===== config.mk =====
export PLATFORM = sky130hd
export DESIGN_NAME = boot_loader
export DESIGN_NICKNAME = d
export VERILOG_FILES = /design/src/rtl/boot_loader.sv
export SDC_FILE = /design/constraint.sdc
export NUM_CORES = 1
export LEC_CHECK = 0
export CORE_MARGIN = 5
export CORE_UTILIZATION = 39
export DETAILED_ROUTE_END_ITERATION = 8
export GPL_ROUTABILITY_DRIVEN = 1
export PLACE_DENSITY = 0.78
export SETUP_SLACK_MARGIN = 0.5
export SYNTH_ARGS = -nofsm -noshare
export SYNTH_HDL_FRONTEND = slang
export SYNTH_SLANG_ARGS = --single-unit

===== constraint.sdc =====
create_clock -name clk -period 2.3 [get_ports clk]
set_input_delay 0.345 -clock clk [delete_from_list [all_inputs] [get_ports clk]]
set_output_delay 0.345 -clock clk [all_outputs]
set_load 0.05 [all_outputs]

===== src/rtl/boot_loader.sv =====
// -----------------------------------------------------------------------------
// boot_loader
//
// Boot-time sequencer for the unified single-port memory shared with the core.
// The core is held in reset while a program image arrives as a byte stream.
// The image is written word-by-word through the core's own memory port, and
// then the core is released to execute from BASE_ADDR. In RUN the block turns
// into a transparent pass-through from the core to the memory.
//
// Stream format (little-endian): 4-byte word count N, then N words of 4 bytes,
// LSB first. N == 0 or N > MAX_WORDS is rejected with a sticky error.
//
// Parameters
//   BASE_ADDR        byte address of image word 0 (word-aligned)
//   MAX_WORDS        largest accepted image, in 32-bit words
//
// Ports
//   clk              clock
//   reset_n          synchronous, active-low reset
//   rx_valid/rx_data byte stream in; a byte moves when rx_valid & rx_ready
//   rx_ready         loader accepts a byte this cycle
//   reload           single-cycle pulse, restarts loading from RUN or ERROR
//   core_reset_n     registered active-low reset to the core (high only in RUN)
//   core_mem_*       core-side memory requests (write side and read address)
//   mem_*            memory port; loader owns the write side while loading
//   busy             high in HDR/DATA/WRITE
//   error            header rejected; sticky until reload or reset
// -----------------------------------------------------------------------------
module boot_loader #(
    parameter logic [31:0] BASE_ADDR = 32'h0000_0000,
    parameter int unsigned MAX_WORDS = 2048
) (
    input  logic        clk,
    input  logic        reset_n,
    input  logic        rx_valid,
    input  logic [7:0]  rx_data,
    output logic        rx_ready,
    input  logic        reload,
    output logic        core_reset_n,
    input  logic        core_mem_wen,
    input  logic [31:0] core_mem_wa,
    input  logic [31:0] core_mem_wd,
    input  logic [2:0]  core_mem_funct3,
    input  logic [31:0] core_mem_ra,
    output logic        mem_wen,
    output logic [31:0] mem_wa,
    output logic [31:0] mem_wd,
    output logic [2:0]  mem_funct3,
    output logic [31:0] mem_ra,
    output logic        busy,
    output logic        error
);

    localparam int         IDX_W     = $clog2(MAX_WORDS + 1);
    localparam logic [2:0] FUNCT3_SW = 3'b010;

    typedef enum logic [2:0] {
        S_HDR,
        S_DATA,
        S_WRITE,
        S_RUN,
        S_ERROR
    } state_t;

    state_t             state_q,        state_d;
    logic [1:0]         byte_cnt_q,     byte_cnt_d;
    logic [31:0]        asm_q,          asm_d;
    logic [IDX_W-1:0]   n_q,            n_d;
    logic [IDX_W-1:0]   word_idx_q,     word_idx_d;
    logic               error_q,        error_d;
    logic               core_reset_n_q, core_reset_n_d;

    logic               rx_fire;
    logic               run;
    logic               hdr_bad;
    logic [31:0]        asm_next;
    logic [IDX_W-1:0]   word_idx_inc;
    logic [31:0]        write_addr;

    assign rx_fire      = rx_valid && rx_ready;
    assign run          = (state_q == S_RUN);

    // Bytes shift in from the top, so after four bytes byte k sits in
    // bits [8k+7:8k]. The same register assembles the header and data words.
    assign asm_next     = {rx_data, asm_q[31:8]};
    assign hdr_bad      = (asm_next == 32'd0) || (asm_next > 32'(MAX_WORDS));
    assign word_idx_inc = word_idx_q + IDX_W'(1);

    // 32-bit arithmetic: an image near the top of the address space wraps.
    assign write_addr   = BASE_ADDR + (32'(word_idx_q) << 2);

    // -------------------------------------------------------------------------
    // Next-state logic
    // -------------------------------------------------------------------------
    always_comb begin
        // NOTE: every variable gets a default first so no path infers a latch.
        state_d    = state_q;
        byte_cnt_d = byte_cnt_q;
        asm_d      = asm_q;
        n_d        = n_q;
        word_idx_d = word_idx_q;

        case (state_q)
            S_HDR: begin
                if (rx_fire) begin
                    asm_d      = asm_next;
                    byte_cnt_d = byte_cnt_q + 2'd1;
                    if (byte_cnt_q == 2'd3) begin
                        if (hdr_bad) begin
                            state_d = S_ERROR;
                        end else begin
                            n_d        = asm_next[IDX_W-1:0];
                            word_idx_d = '0;
                            state_d    = S_DATA;
                        end
                    end
                end
            end
            S_DATA: begin
                if (rx_fire) begin
                    asm_d      = asm_next;
                    byte_cnt_d = byte_cnt_q + 2'd1;
                    if (byte_cnt_q == 2'd3) begin
                        state_d = S_WRITE;
                    end
                end
            end
            S_WRITE: begin
                word_idx_d = word_idx_inc;
                state_d    = (word_idx_inc == n_q) ? S_RUN : S_DATA;
            end
            S_RUN, S_ERROR: begin
                if (reload) begin
                    state_d = S_HDR;
                end
            end
            default: begin
                state_d = S_HDR;
            end
        endcase
    end

    // Registered status follows the state being entered, so core_reset_n is
    // high from the first RUN cycle and drops the cycle after a reload.
    assign error_d        = (state_d == S_ERROR);
    assign core_reset_n_d = (state_d == S_RUN);

    // -------------------------------------------------------------------------
    // State registers
    // -------------------------------------------------------------------------
    // NOTE: reset is synchronous to match the rest of this codebase, so it is
    // sampled only on the clock edge and is not in the sensitivity list.
    always_ff @(posedge clk) begin
        // NOTE: non-blocking assignments keep every flop updating from the
        // values of the previous cycle, independent of statement order.
        if (!reset_n) begin
            state_q        <= S_HDR;
            byte_cnt_q     <= 2'd0;
            asm_q          <= 32'd0;
            n_q            <= '0;
            word_idx_q     <= '0;
            error_q        <= 1'b0;
            core_reset_n_q <= 1'b0;
        end else begin
            state_q        <= state_d;
            byte_cnt_q     <= byte_cnt_d;
            asm_q          <= asm_d;
            n_q            <= n_d;
            word_idx_q     <= word_idx_d;
            error_q        <= error_d;
            core_reset_n_q <= core_reset_n_d;
        end
    end

    // -------------------------------------------------------------------------
    // Outputs and memory-port owner mux
    // -------------------------------------------------------------------------
    // rx_ready and mem_wen are gated by reset_n directly so a reset asserted
    // mid-load blocks the handshake and any write in that same cycle.
    assign rx_ready     = reset_n && ((state_q == S_HDR) || (state_q == S_DATA));
    assign mem_wen      = reset_n && (run ? core_mem_wen : (state_q == S_WRITE));
    assign mem_wa       = run ? core_mem_wa     : write_addr;
    assign mem_wd       = run ? core_mem_wd     : asm_q;
    assign mem_funct3   = run ? core_mem_funct3 : FUNCT3_SW;

    // The core sits in reset outside RUN, so its read address is harmless to
    // pass through unconditionally.
    assign mem_ra       = core_mem_ra;

    assign busy         = (state_q == S_HDR) || (state_q == S_DATA) || (state_q == S_WRITE);
    assign error        = error_q;
    assign core_reset_n = core_reset_n_q;

endmodule

### After elaboration in Yosys (flattened, before gate mapping)

Index checks and enable logic that the tools add are counted.
Widths: inputs -> output; s select.

| word-level totals | value |
|---|---|
| flip-flop bits (word level) | 63 |
| bits of input ports | 112 |
| output and inout bits | 104 |
| logic and storage cells | 52 |

| operators by class | value |
|---|---|
| add/sub/neg operators | 2 |
| order comparisons | 1 |
| eq/ne operators | 11 |
| muxes and demuxes | 16 |
| bitwise gates (word level) | 1 |
| reductions and logical operators | 14 |

Operators by type and width:

| kind | count |
|---|---|
| $mux 32 | 2 |
| $mux 12 | 3 |
| $gt 32x12->1 const B | 1 |
| $logic_not 32->1 | 1 |
| $pmux 12 s2 | 1 |
| $mux 3 | 7 |
| $add 12x1->12 const B | 1 |
| $eq 12x12->1 | 1 |
| $pmux 3 s4 | 1 |
| $eq 3x2->1 const B | 3 |
| $reduce_and 4->1 | 2 |
| $eq 3x3->1 const B | 2 |
| $ne 2x2->1 const B | 3 |
| $reduce_or 2->1 | 2 |
| $eq 3x1->1 const B | 1 |
| $logic_and 1x1->1 | 3 |
| $logic_not 3->1 | 1 |
| $logic_or 1x1->1 | 3 |
| $add 2x1->2 const B | 1 |
| $eq 2x2->1 const B | 1 |
| $mux 2 | 1 |
| $reduce_and 2->1 | 1 |
| $reduce_bool 2->1 | 1 |
| $mux 1 | 1 |
| $not 1->1 | 1 |

### Longest topological paths before layout

Gate-level depths: netlist of run 1.

| logic depth | value |
|---|---|
| depth in word-level cells | 7 |
| depth in mapped cells | 9 |
| gate-level depth less buffers | 7 |

### Worst setup path before layout of run 1

Ideal clock, no wire load.

| timing path | value |
|---|---|
| path type | register -> output |
| start | register state_q[0] |
| end | output mem_wd[13] |
| arrival time | 1.839 ns |
| slack | 0.116 ns |
| stages on the path, launching flop included | 7 |
| path through | dfxtp_1 buf_2 nand2_1 nor2_1 buf_1 buf_1 mux2_2 |

| on the way | value |
|---|---|
| cells in the longest elaborated chain, start to end | 2 |

Ends and longest elaborated chain:

| element | line | source |
|---|---|---|
| from (decl) | 65 | `state_t state_q, state_d;` |
| from (signal assigned) | 165 | `state_q <= state_d;` |
| $eq 3x2->1 | 81 | `assign run = (state_q == S_RUN);` |
| $mux 32 | 183 | `assign mem_wd = run ? core_mem_wd : asm_q;` |
| to (decl) | 47 | `output logic [31:0] mem_wd,` |

Every way passes these cells.

### Final worst setup path of run 1

| timing path | value |
|---|---|
| start | register state_q[1] |
| end | output mem_wd[25] |

The elaborated chain is that of the path after synthesis.

==> impl_metrics.ini, run 1 <==
[outcome]
status = finished clean

[place]
port_buffers = 151
hpwl_um = 8464
placed_area_mm2 = 0.005607
routabilityCongestion = 0.8577

[timing]
finClkSkew_ns = 0.006153
hold_viol = 0
worst_pin_slew_ns = 0.5791
finalCriticalPeriod_ns = 2.103
drv_slew = 0
max_freq_mhz = 475.5
finalCritPeriodShare_pct = 91.44
rsz0062_at_grt = true
setup_tns_ns = 0
slew_headroom_pct = 61.40
setup_viol = 0

[layout]
multi_input_area_mm2 = 0.002520
areaGrowthSynthToFinish_pct = 74.08
layout-drive-gt1-share_pct = 40.13
regArea_mm2 = 0.001286
layout_commonest_cell = nand2_1
num_antenna_cells = 0
nNetsFinal = 722
layout_common_cells = nand2_1, clkdlybuf4s50_1, dfxtp_1
n_fill_cell = 696
post-route-cell-area_mm2 = 0.006715

[flow_run]
cap_violations = 0

[synth]
synth_flop_cell = dfxtp_1
synth_edf_count = 0
seq_area_frac_synth_pct = 32.70
synth_cells = 465
synth_cell_types = 49
synth-warning-count = 0
syn_nets = 579
synth.cell_area_mm2 = 0.003857
async_flop_share_pct = 0
ys_seq_elements = 63
syn_area_per_cell_um2 = 8.296

[global_route]
antenna_found_initial = 0
grt_busiest_layer = met2
grt_use_total_pct = 20.47
grt_pass1_vias = 3860
grt_max_degree = 62
grt_pass1_wl_um = 19410
grt_util_met1_pct = 22.91
grt.met2_usage_pct = 37.93
grt-ovfl-total = 0
global_route.usage.met3_pct = 5.696

[floorplanning]
die_w_um = 109.5
die-area_mm2 = 0.01198
coreArea_mm2 = 0.009729
rows = 36
io_pins = 216
die_y_um = 109.5
start_util_pct = 39.65

[power]
p_leak_uw = 0.002617
vdd_drop_max_uv = 324.1
power.density_mw_per_mm2 = 409.1
p_total_uw = 2747

[min_path]
hold_path_depth = 3
hp-class = in -> reg

[setup_path]
cp-start-kind = flop
path_buf_inv = 4
path_delay_family = buffers and inverters
crit_cells = 7
critPathMaxStageDelay_ns = 0.36
worstSetupEndpointType = output pin
required_ns = 1.96
slowest_stage = dfxtp_4
r2r_cells = 7
path_cells = nand2_4 -> nor2_4 -> buf_12 -> buf_12 -> buf_16 -> mux2_4 -> buf_6
crit_path_max_fanout = 6
crit_type = reg -> out
crit_top_cell = buf_12
arrival_ns = 1.76

[clocking]
ctsLongestPathBuffers = 2
clk_latency_ns = 0.34
cts_buffers = 9
ctsHoldBuffers = 0
cts-htree-levels = 3
clk_pin_slew_worst_paths_ns = 0.07
cts_tree = yes
clock_sink_count = 63
cts-root-buf = clkbuf_8

[drt]
wl_per_cell_um = 18.13
dr.pass1.iters = 4
routed_wl_um = 13530
vias_per_cell = 5.240
drt_iter0_markers = 246
route.detailed.drc = 0
dr_total_vias = 3909
ant_nets = 0
[cell usage after synthesis (all sizes together) (4+ instances only)]
| master | n | share of area [%] |
|---|---|---|
| nand2 | 83 | 8.1 |
| dfxtp | 63 | 33 |
| o21ai | 47 | 6.1 |
| buf | 46 | 8.2 |
| mux2 | 44 | 13 |
| and2 | 27 | 4.4 |
| clkbuf | 20 | 1.9 |
| nor2 | 15 | 1.5 |
| nor2b | 14 | 2.3 |
| mux2i | 12 | 3.1 |
| xnor2 | 11 | 2.5 |
| a31oi | 9 | 1.5 |
| nand3 | 9 | 1.3 |
| nor4 | 8 | 2.1 |
| nand4 | 6 | 1.1 |
| nor3 | 6 | 0.78 |
| xor2 | 6 | 1.4 |
| a21oi | 4 | 0.52 |
[per-layer routing]
layer  wire length [µm]  share of wire (%)
met1               5098                 38
met2               7188                 53
met3               1004                7.4
met4                238                1.8
met5                  0                  0
[final timing paths]
| check | slack [ns] | from | end |
|---|---|---|---|
| setup / recovery | 0.20 | state_q[1] | mem_wd[25] |
| hold reg to reg | 0.46 | asm_q[4] | asm_q[4] |
| hold / removal | 0.36 | reset_n | state_q[0] |
| setup reg to reg | 0.25 | asm_q[30] | n_q[2] |
[layout make-up]
class / instances / share of cell area, %
timing repair buffer: 198 / 37.08
clock buffer: 12 / 2.478
multi-input combinational: 333 / 37.53
inverter: 3 / 0.1677
sequential: 63 / 19.15
clock inverter: 4 / 1.118
tap: 133 / 2.478
[kinds of logic after synthesis]
| family | count (synthesis) | share of synthesized area, % |
|---|---|---|
| and+or+nand+nor | 185 | 24.78 |
| adders and majority gates | 2 | 0.6486 |
| xor gates and xnor gates | 17 | 3.860 |
| buffers and inverters | 69 | 10.41 |
| DFF | 63 | 32.70 |
| AOI/OAI and AO/OA | 73 | 11.64 |
| muxes | 56 | 15.96 |
[power breakdown]
group | switching [µW] | total (µW) | internal, µW
clock | 453 | 1160 | 706
sequential | 31.4 | 1140 | 1110
combinational | 207 | 445 | 238
[through the flow]
step / setup slack, ns / instances / hold WS [ns] / util [%]
2_1_floorplan: 0.3188 / 465 / 0.4335 / -
3_3_place_gp: -0.03377 / 703 / 0.4489 / 57.63
3_5_place_dp: -0.09685 / 703 / 0.4529 / 57.63
4_1_cts: 0.1762 / 738 / 0.3450 / 64.76
5_1_grt: 0.09829 / 746 / 0.3910 / 69.02
6_report: 0.1969 / 746 / 0.3602 / 69.02
[worst min-delay path, delay by kind of cell]
family / cells / cell delay (ns)
buffers and inverters: 1 / 0.12
AOI/OAI and AO/OA: 1 / 0.07
and+or+nand+nor: 1 / 0.13
[registers in the layout, summed over array words and instances, names as in the netlist]
name	flops
word_idx_q	12
error	1
state_q	3
core_reset_n	1
byte_cnt_q	2
asm_q	32
n_q	12
[timing repair]
| item | CTS | global route |
|---|---|---|
| pin swaps | 17 | 33 |
| cloned | 4 | 4 |
| setup buffers | 15 | 4 |
| resized for setup | 75 | 72 |
| endpoints found under the setup margin | 98 | 119 |
(Power assumes the default switching activity.)
==> inputs of run 2 (changes only) <==
CELL_PAD_IN_SITES_DETAIL_PLACEMENT = 1   (was not set)
CELL_PAD_IN_SITES_GLOBAL_PLACEMENT = 1   (was not set)
CORE_UTILIZATION = 29   (was 39)
PLACE_DENSITY = 0.83   (was 0.78)
clock period = 2.7 ns   (was 2.3 ns; I/O delays follow)
==> impl_metrics.ini, run 2 (same netlist as run 1, synthesis figures left out) <==
[outcome]
status = finished clean

[timing]
hold_viol = 0
finClkSkew_ns = 0.004115
drv_slew = 0
setup_tns_ns = 0
rsz0062_at_grt = true
finalCriticalPeriod_ns = 2.159
max_freq_mhz = 463.1
setup_viol = 0
worst_pin_slew_ns = 0.5797
finalCritPeriodShare_pct = 79.98
slew_headroom_pct = 61.35

[layout]
regMostFlops = asm_q
final_util_pct = 45.30
layout_commonest_cell = nand2_1
largest_reg_flops = 32
areaGrowthSynthToFinish_pct = 54.30
layout_common_cells = nand2_1, clkdlybuf4s50_1, buf_4
num_antenna_cells = 0
nNetsFinal = 702
top_regs = asm_q (32), n_q (12), word_idx_q (12)
layout-drive-gt1-share_pct = 30.34

[drt]
ant_nets = 0
wl_met3_um = 722
wl_per_cell_um = 17.52
dr.pass1.iters = 4
route.detailed.drc = 0
wl_met2_um = 7097
drt_iter0_markers = 103
dr_total_vias = 3789
vias_per_cell = 4.946
routed_wl_um = 13420
met1_length_um = 5318
top_layer = met4

[global_route]
grt_max_degree = 69
grt-ovfl-total = 0
grt_use_total_pct = 16.21
grt_pass1_vias = 4050
grt_pass1_wl_um = 20890
antenna_found_initial = 0

[place]
hpwl_um = 9875
routabilityCongestion = 0.8466
port_buffers = 151

[setup_path]
required_ns = 2.30
path_cells = nand2_2 -> nor2_4 -> buf_12 -> buf_12 -> mux2_2 -> buf_4
crit_top_cell = buf_12
arrival_ns = 1.75
reg2reg_slack_ns = 0.62
endpoint = mem_wd[1]
r2r_cells = 7
critPathMaxStageDelay_ns = 0.36
cp-startpoint = state_q[1]
worstReg2RegStart = asm_q[11]
reg2reg_to = n_q[0]
worstSetupEndpointType = output pin
cp-start-kind = flop
crit_path_max_fanout = 17
slowest_stage = dfxtp_4
crit_type = reg -> out

[clocking]
clock_sink_count = 63
cts-root-buf = clkbuf_16
cts_tree = yes
ctsLongestPathBuffers = 2
clk_latency_ns = 0.32
cts-htree-levels = 3
ctsHoldBuffers = 0
clk_pin_slew_worst_paths_ns = 0.05
cts_buffers = 9

[floorplanning]
die_w_um = 125.3
io_pins = 216
rows = 42
coreArea_mm2 = 0.01314
die-area_mm2 = 0.01571
start_util_pct = 29.36
die_y_um = 125.3

[power]
p_total_uw = 2310
p_leak_uw = 0.002295
vdd_drop_max_uv = 250.2
power.density_mw_per_mm2 = 388.1

[min_path]
hp-class = in -> reg

[flow_run]
cap_violations = 0
-- run 2: cell count changes in the layout (fill, tap and decap cells not counted), moves of 6 or more --
cell and change:
buf_6 -32, and2_1 +22, mux2_4 -30, buf_8 -17, clkbuf_16 +6, and2_4 -22, buf_4 +36, clkbuf_8 -9
mux2_2 +30
-- run 2: worst max-delay path: cells and delay by family, from the launching register on --
| kind | cells | cell delay, ns |
|---|---|---|
| buf+inv | 3 | 0.48 |
| mux | 1 | 0.35 |
| simple gates | 2 | 0.23 |
| flops | 1 | 0.36 |
-- run 2: worst min-delay path by stage --
stage | startpoint | end | slack [ns] | cells past startpoint
after global placement | byte_cnt_q[1] | byte_cnt_q[1] | 0.45 | 2
after floorplan | asm_q[0] | asm_q[0] | 0.43 | 2
after CTS | reset_n | state_q[0] | 0.43 | 3
final | reset_n | state_q[0] | 0.45 | 3
after global routing | reset_n | state_q[0] | 0.44 | 3
after detailed placement | asm_q[1] | asm_q[1] | 0.46 | 2
-- run 2: final cells by class --
class,count,area (µm²)
sequential,63,1275
fill,1503,7186
timing repair buffer,178,1952
multi-input combinational,333,2241
clock inverter,2,10.01
inverter,3,11.26
clock buffer,11,242.7
tap,176,220.2
-- run 2: what timing repair did --
| action | CTS | global route |
|---|---|---|
| buffers inserted | 7 | 7 |
| resized for setup | 21 | 8 |
| gates cloned | 1 | 1 |
| pin swaps | 5 | 3 |
| endpoints found under the setup margin | 77 | 33 |
-- run 2: power breakdown --
part,leakage [µW],switching (µW),internal [µW]
clock,0.000127,380,626
sequential,0.000515,28.9,952
combinational,0.00165,156,168
-- run 2: through the flow --
step / worst slack (ns) / hold WS, ns / cells / cell area (µm²)
5_1_grt: 0.4753 / 0.4408 / 766 / 5952
2_1_floorplan: 0.5579 / 0.4335 / 465 / 3860
3_5_place_dp: 0.1953 / 0.4598 / 737 / 5426
3_3_place_gp: 0.3048 / 0.4494 / 737 / 5426
4_1_cts: 0.4709 / 0.4305 / 758 / 5838
6_report: 0.5406 / 0.4454 / 766 / 5952
-- run 2: per-layer routing --
layer / vias to the layer above / track usage [%]
met3: 31 / 4.606
met5: - / 0
li1: 1808 / -
met4: 0 / 4.783
met2: 128 / 30.34
met1: 1822 / 17.69
